## config.mk

```make
export PLATFORM = sky130hd
export DESIGN_NAME = obf_key_loader
export DESIGN_NICKNAME = d
export VERILOG_FILES = /design/src/rtl/obf_key_loader.sv
export SDC_FILE = /design/constraint.sdc
export NUM_CORES = 1
export LEC_CHECK = 0
export ABC_AREA = 1
export CORE_UTILIZATION = 29
export CTS_CLUSTER_SIZE = 24
export DETAILED_ROUTE_END_ITERATION = 7
export GPL_ROUTABILITY_DRIVEN = 0
export GPL_TIMING_DRIVEN = 0
export PLACE_DENSITY = 0.61
export SLEW_MARGIN = 40
export SYNTH_ARGS = -nofsm -noshare
export SYNTH_HDL_FRONTEND = slang
export SYNTH_SLANG_ARGS = --single-unit
```

## constraint.sdc

```tcl
create_clock -name clk -period 1.1 [get_ports clk]
set_input_delay 0.33 -clock clk [delete_from_list [all_inputs] [get_ports clk]]
set_output_delay 0.33 -clock clk [all_outputs]
set_load 0.02 [all_outputs]
```

## src/rtl/obf_key_loader.sv

```systemverilog
// -----------------------------------------------------------------------------
// obf_key_loader
//
// Drives the 2-bit select codes {D_1,D_0} of NUM_GATES OBF-camouflaged gates.
// The key arrives one bit per cycle over a valid/ready handshake and is staged
// in a shadow register. A commit request checks the staged key and, if the
// check passes, copies it to key_bus in one step. Until that happens, key_bus
// carries DEFAULT_CODE on every gate pair. Once locked, the key cannot change
// again until reset.
//
// Per-gate code, with D_1 as the MSB:
//   00 true net, 01 CONST1, 10 inverted net, 11 CONST0
//
// Optional feature macro: KEY_PARITY_CHECK_EN
//   defined   : one extra serial bit carries even parity over the key, and
//               CHECK passes only if the XOR of all staged bits is 0
//   undefined : the key is exactly 2*NUM_GATES bits and CHECK always passes
//
// Ports:
//   clk           in   rising-edge clock
//   rst_n         in   asynchronous active-low reset
//   key_sdi       in   serial key bit; gate 0 D_0 is sent first, then gate 0 D_1, ...
//   key_sdi_valid in   key_sdi is valid this cycle
//   key_sdi_ready out  loader accepts a bit this cycle (registered)
//   key_commit    in   one-cycle request to commit the staged key
//   key_bus       out  committed key; [2i+1:2i] = {D_1,D_0} of gate i
//   key_locked    out  key_bus holds a committed key
//   key_err       out  sticky error flag, cleared only by reset
// -----------------------------------------------------------------------------
module obf_key_loader #(
    parameter int         NUM_GATES    = 1,
    parameter logic [1:0] DEFAULT_CODE = 2'b11
) (
    input  logic                   clk,
    input  logic                   rst_n,
    input  logic                   key_sdi,
    input  logic                   key_sdi_valid,
    output logic                   key_sdi_ready,
    input  logic                   key_commit,
    output logic [2*NUM_GATES-1:0] key_bus,
    output logic                   key_locked,
    output logic                   key_err
);

    localparam int KW = 2 * NUM_GATES;
`ifdef KEY_PARITY_CHECK_EN
    localparam int KLEN = KW + 1;
`else
    localparam int KLEN = KW;
`endif
    localparam int CW = $clog2(2 * NUM_GATES + 2);

    localparam logic [CW-1:0] CNT_ONE  = CW'(1);
    localparam logic [CW-1:0] CNT_LAST = CW'(KLEN - 1);

    typedef enum logic [2:0] {
        IDLE   = 3'd0,
        SHIFT  = 3'd1,
        FULL   = 3'd2,
        CHECK  = 3'd3,
        LOCKED = 3'd4
    } state_t;

    // The staged key passes the check if the XOR over all staged bits is 0
    function automatic logic even_parity_ok(input logic [KLEN-1:0] bits);
        return ~(^bits);
    endfunction

    state_t            state_q;
    logic [CW-1:0]     cnt_q;
    logic [KLEN-1:0]   shadow_q;
    logic [KW-1:0]     key_bus_q;
    logic              locked_q;
    logic              err_q;
    logic              ready_q;

    logic              xfer_s;
    logic [KLEN-1:0]   bit_vec_s;
    logic              check_ok_s;

    assign xfer_s = key_sdi_valid & ready_q;

    // Every position is written exactly once after the shadow register is
    // cleared, so OR-ing in a one-hot bit stores the incoming bit.
    assign bit_vec_s = {{(KLEN-1){1'b0}}, key_sdi} << cnt_q;

`ifdef KEY_PARITY_CHECK_EN
    assign check_ok_s = even_parity_ok(shadow_q);
`else
    assign check_ok_s = 1'b1;
`endif

    // Loader FSM; every output is a register updated together with the state
    always_ff @(posedge clk or negedge rst_n) begin
        if (!rst_n) begin
            state_q   <= IDLE;
            cnt_q     <= '0;
            shadow_q  <= '0;
            key_bus_q <= {NUM_GATES{DEFAULT_CODE}};
            locked_q  <= 1'b0;
            err_q     <= 1'b0;
            ready_q   <= 1'b0;
        end else begin
            case (state_q)
                IDLE: begin
                    ready_q <= 1'b1;
                    if (key_commit) begin
                        // The error wins; a bit offered in the same cycle is dropped
                        err_q <= 1'b1;
                    end else if (xfer_s) begin
                        shadow_q <= shadow_q | bit_vec_s;
                        cnt_q    <= cnt_q + CNT_ONE;
                        state_q  <= SHIFT;
                    end
                end
                SHIFT: begin
                    if (key_commit) begin
                        // Premature commit, including one that coincides with the
                        // final transfer: drop the partial key
                        err_q    <= 1'b1;
                        cnt_q    <= '0;
                        shadow_q <= '0;
                        state_q  <= IDLE;
                        ready_q  <= 1'b1;
                    end else if (xfer_s) begin
                        shadow_q <= shadow_q | bit_vec_s;
                        cnt_q    <= cnt_q + CNT_ONE;
                        if (cnt_q == CNT_LAST) begin
                            state_q <= FULL;
                            ready_q <= 1'b0;
                        end else begin
                            ready_q <= 1'b1;
                        end
                    end
                end
                FULL: begin
                    ready_q <= 1'b0;
                    if (key_commit) begin
                        state_q <= CHECK;
                    end
                end
                CHECK: begin
                    if (check_ok_s) begin
                        key_bus_q <= shadow_q[KW-1:0];
                        locked_q  <= 1'b1;
                        state_q   <= LOCKED;
                        ready_q   <= 1'b0;
                    end else begin
                        err_q    <= 1'b1;
                        cnt_q    <= '0;
                        shadow_q <= '0;
                        state_q  <= IDLE;
                        ready_q  <= 1'b1;
                    end
                end
                LOCKED: begin
                    ready_q <= 1'b0;
                end
                default: begin
                    // Unreachable encoding: fall back to the safe defaults
                    state_q   <= IDLE;
                    cnt_q     <= '0;
                    shadow_q  <= '0;
                    key_bus_q <= {NUM_GATES{DEFAULT_CODE}};
                    locked_q  <= 1'b0;
                    ready_q   <= 1'b0;
                end
            endcase
        end
    end

    assign key_sdi_ready = ready_q;
    assign key_bus       = key_bus_q;
    assign key_locked    = locked_q;
    assign key_err       = err_q;

endmodule

```

* Word level (Yosys, flattened, before mapping)
Index checks and enable logic that the tools add are counted.
** Storage, ports and cells
- Output and inout port bits :: 5
- Latch bits :: 0
- Memories :: 0
- Memory bits (read-only) :: 0
- Logic and storage cells :: 51
- Bits of input ports :: 5
- Memory bits (writable) :: 0
- Flip-flop bits (word level) :: 12
** Cells by class
- Shifts and indexed selects :: 1
- Bitwise operators :: 4
- Reduce and logical (&&, ||, !) cells :: 7
- Divide/modulo/power cells :: 0
- $add $sub $neg :: 1
- $mul :: 0
- Eq/ne operators :: 10
- $lt $le $gt $ge :: 0
- Muxes and demuxes :: 21
** Operators by type and width (number)
- $mux 3 :: 6
- $pmux 3 s5 :: 1
- $mux 2 :: 6
- $pmux 2 s3 :: 2
- $eq 3x2->1 const B :: 2
- $ne 2x2->1 const B :: 3
- $ne 3x3->1 const B :: 2
- $reduce_and 6->1 :: 1
- $pmux 1 s2 :: 2
- $pmux 2 s2 :: 1
- $reduce_and 2->1 :: 2
- $reduce_or 4->1 :: 1
- $eq 3x1->1 const B :: 1
- $eq 3x3->1 const B :: 1
- $logic_not 3->1 :: 1
- $mux 1 :: 3
- $reduce_or 3->1 :: 1
- $add 2x1->2 const B :: 1
- $eq 2x1->1 const B :: 1
- $not 1->1 :: 2
- $or 2x2->2 :: 1
- $reduce_or 2->1 :: 1
- $shl 1x2->2 :: 1
- $and 1x1->1 :: 1

* Longest topological paths before layout
- Depth in word-level cells :: 5
- Depth in mapped cells :: 7
- Depth with buffers taken out :: 7

* Worst setup path before layout
Ideal clock, no wire load.
- Path type :: flip-flop to flip-flop
- Start :: register ready_q, in the netlist key_sdi_ready
- End :: register state_q[1]
- Setup slack :: -0.008 ns
- Data required time :: 1.035 ns
- Path buffers :: 0
- Library setup time :: 0.065 ns
- Period minus slack after synthesis :: 1.108 ns
- Arrival :: 1.043 ns
- Cell stages (with the launch flop) :: 7
- Cell sequence :: dfrtp_1 -> nand2_1 -> o21ai_0 -> inv_1 -> nor2_1 -> nand3_1 -> nand2_1
** On the way
- Longest elaborated chain between the ends :: 3
- Elaborated cells on any way between the ends :: 4
- Those cells by class :: eq/ne: 2; bitwise: 1; reduce/logical: 1
** Ends and longest elaborated chain
- start: declaration :: line 75 : logic ready_q;
- start signal: assignment :: line 102 : ready_q <= 1'b0;
- start signal: assignment :: line 106 : ready_q <= 1'b1;
- start signal: assignment :: line 124 : ready_q <= 1'b1;
- $and 1x1->1 (*) :: line 81 : assign xfer_s = key_sdi_valid & ready_q;
- $ne 3x3->1 (no line) or $ne 2x2->1 (tied branches)
- $reduce_and 6->1 (no line) (*)
- end signal: assignment :: line 96 : state_q <= IDLE;
- end signal: assignment :: line 113 : state_q <= SHIFT;
- end signal: assignment :: line 123 : state_q <= IDLE;
- end: declaration :: line 69 : state_t state_q;
Every way passes the cells marked *; elsewhere a longest branch is shown, timed or not.
A chain may end at the register's enable or synchronous reset.

* Final worst setup path
- Start :: register key_bus_q[0], in the netlist key_bus[0]
- End :: output key_bus[0]
** RTL lines
- start: declaration :: line 72 : logic [KW-1:0] key_bus_q;
- start signal: assignment :: line 99 : key_bus_q <= {NUM_GATES{DEFAULT_CODE}};
- start signal: assignment :: line 144 : key_bus_q <= shadow_q[KW-1:0];
- start signal: assignment :: line 164 : key_bus_q <= {NUM_GATES{DEFAULT_CODE}};
- end: declaration :: line 40 : output logic [2*NUM_GATES-1:0] key_bus,
No word-level cell between the ends.

==> impl_metrics.py <==
metrics = {
    "timing": {
        "setup_slack_ps": -157,
        "worst_pin_slew_ps": 559,
        "grt_setup_unrepaired": "true",
        "timing.final.hold_violations": 0,
        "period_share_pct": 114,
        "finalMaxSlewViolations": 0,
        "max_freq_mhz": 796,
        "skew_ps": 0.634,
        "maxSlewHeadroom_pct": 62.6,
        "setup_tns_ps": -776,
        "period_minus_slack_ps": 1260,
        "finalSetupViolCount": 12,
    },
    "pwr": {
        "p_per_area_nw_per_um2": 852,
        "p_comb_share_pct": 4.6,
        "p_switching_mw": 0.173,
        "ir_drop_mv": 0.882,
        "sw_frac_of_total_pct": 20.8,
        "p_clk_share_pct": 42.2,
        "seqPwrFrac_pct": 53.2,
        "internal_power_mw": 0.661,
        "p_leak_nw": 0.427,
    },
    "synth": {
        "synth_edf_count": 0,
        "synth_area_leaders": "dfrtp_1 39%, nand2_1 8.7%, dfstp_2 8.1%, inv_1 7.5%, a21oi_1 4.6%",
        "synthFlopType": "dfrtp_1",
        "syn_nets": 85,
        "synth_cell_types": 20,
        "yosysMostFrequentCell": "nand2_1",
        "ys_ff_latch": 12,
        "synth.avg_cell_area_um2": 8.20,
        "async_flop_share_pct": 100,
        "yosys_warnings": 0,
        "yosysTopAreaCell": "dfrtp_1",
        "synth_cells": 79,
        "synth_top_area_share_pct": 38.6,
        "synth_commonest_cells": "15 x nand2_1, 13 x inv_1, 10 x dfrtp_1",
        "syn-cell-area_um2": 648,
        "yosysSeqAreaShare_pct": 46.7,
    },
    "critical_path": {
        "arrival_ps": 930,
        "crit_path_max_incr_delay_ps": 540,
        "end_kind": "primary output",
        "r2r_end": "cnt_q[1]$_DFFE_PN0P_",
        "reg2reg_from": "state_q[1]$_DFFE_PN0P_",
        "path_buf_inv": 1,
        "crit_path_start_kind": "flop",
        "critical_path.top_delay_family": "flip-flops",
        "r2r_cells": 6,
        "cpMaxStageDelayCell": "dfstp_2",
        "critPathMaxFanout": 2,
        "r2r_slack_ps": -80,
        "cp.required_ps": 770,
        "worstSetupPathType": "flop to primary output",
        "worstPathCellList": "buf_6",
    },
    "clock_tree": {
        "cts_root_buffer": "clkbuf_4",
        "cts_tree": "built",
        "cts_buffer_depth": 2,
        "clock_sinks": 12,
        "path_clk_slew_ps": 80,
        "numCtsBuffers": 3,
        "insertion_delay_ps": 270,
        "htreeDepth": 1,
    },
    "place": {
        "dp_hpwl_um": 918,
        "place_ws_ps": -487,
        "io_buffers": 9,
    },
    "floorplan": {
        "fp.coreArea_um2": 2020,
        "die_area_um2": 2430,
        "start_util_pct": 32.1,
        "pin_count": 10,
        "placementRows": 16,
        "die_h_um": 49.3,
        "die_x_um": 49.3,
    },
    "layout": {
        "area_growth_pct": 51.0,
        "fin_nets": 109,
        "drive_gt1_share_pct": 53.9,
        "diodes": 0,
    },
    "run": {
        "max-cap-violations": 0,
    },
    "detailed_routing": {
        "wl_per_cell_um": 11.3,
        "ant_nets": 0,
        "drt_wl_total_mm": 1.46,
        "route.detailed.drc": 0,
        "firstDrtPassIters": 4,
        "num_vias": 618,
        "drt_iter0_drc": 6,
        "vias_per_cell": 4.79,
    },
    "run_status": {
        "status": "finished with violations",
        "violations": "negative setup slack",
    },
    "hold_path": {
        "worstHoldPathType": "primary input to asynchronous set/reset pin",
    },
    "global_route": {
        "overflow": 0,
        "grt_pass1_wl_mm": 2.18,
        "grt_start_max_net_pins": 13,
        "antenna_found_initial": 0,
        "grt_use_total_pct": 12.0,
        "grt_pass1_vias": 496,
    },
}
registers in the layout, summed over array words and instances (netlist names):
signal         flops
state_q            3
cnt_q              2
key_bus            2
shadow_q           2
key_err            1
key_locked         1
key_sdi_ready      1
timing repair:
action	in CTS	in global routing
pin swaps	6	9
hold buffers	0	0
setup buffers	3	7
gates resized for setup	45	16
setup endpoints to repair	14	15
layout by cell type (no fill, tap or decap), types with 4 or more instances in the layout:
| master | netlist | routed |
|---|---|---|
| dfrtp_1 | 10 | 7 |
| nand2_2 | 1 | 7 |
| inv_2 | 2 | 5 |
| a21oi_2 | 0 | 5 |
| inv_1 | 13 | 10 |
| buf_6 | 0 | 7 |
| nand2_1 | 15 | 7 |
| nand4_1 | 4 | 4 |
| buf_4 | 0 | 8 |
| nor2_1 | 8 | 8 |
worst max-delay path by stage:
stage	startpoint	end	slack (ps)	cells after the start
after floorplan	state_q[0]$_DFFE_PN0P_	state_q[1]$_DFFE_PN0P_	30	6
after global placement	key_commit	key_sdi_ready$_DFFE_PN0N_	-470	7
after detailed placement	key_commit	key_sdi_ready$_DFFE_PN0N_	-490	7
after CTS	key_bus[0]$_DFFE_PN1N_	key_bus[0]	-180	1
after global routing	key_bus[0]$_DFFE_PN1N_	key_bus[0]	-190	1
final	key_bus[0]$_DFFE_PN1N_	key_bus[0]	-160	1
kinds of logic (layout without fill, tap and decap cells):
kind of cell / after synthesis / count (layout) / synth area share [%]
AOI/OAI and AO/OA: 12 / 12 / 11.4
DFF: 12 / 12 / 46.7
buffers and inverters: 15 / 38 / 8.69
and+or+nand+nor: 39 / 39 / 31.3
adders and majority gates: 1 / 1 / 1.93
metrics by stage:
stage | cells | power (mW) | instance area [um2] | hold slack (ps) | util [%]
finish | 129 | 0.834 | 978 | 414 | 48.4
global route | 129 | 0.880 | 978 | 446 | 48.4
CTS | 122 | 0.848 | 878 | 433 | 43.4
detailed placement | 115 | 0.489 | 773 | 461 | 38.2
global placement | 115 | 0.489 | 773 | 454 | 38.2
floorplan | 79 | 0.460 | 649 | 34.4 | -
cell type report:
cell class	count	area, um2
fill	203	1040
tap	27	33.8
sequential	12	307
timing repair buffer	19	178
clock buffer	4	36.3
inverter	15	56.3
multi-input combinational	52	368
metal layers:
metal | up-vias | track usage, % | wire length, um
met2 | 18 | 20.1 | 754
met3 | 2 | 4.67 | 84
met1 | 298 | 13.8 | 612
li1 | 300 | - | -
met5 | - | 0 | 0
met4 | 0 | 4.41 | 12
power by group through the flow:
stage	clock network, mW	registers (mW)	logic [mW]
6_report	0.352	0.444	0.0384
4_1_cts	0.366	0.444	0.0383
3_5_place_dp	0	0.452	0.0373
5_1_grt	0.394	0.444	0.0423
3_3_place_gp	0	0.452	0.0365
2_1_floorplan	0	0.455	0.00508
Power figures use the tool's default switching activity.
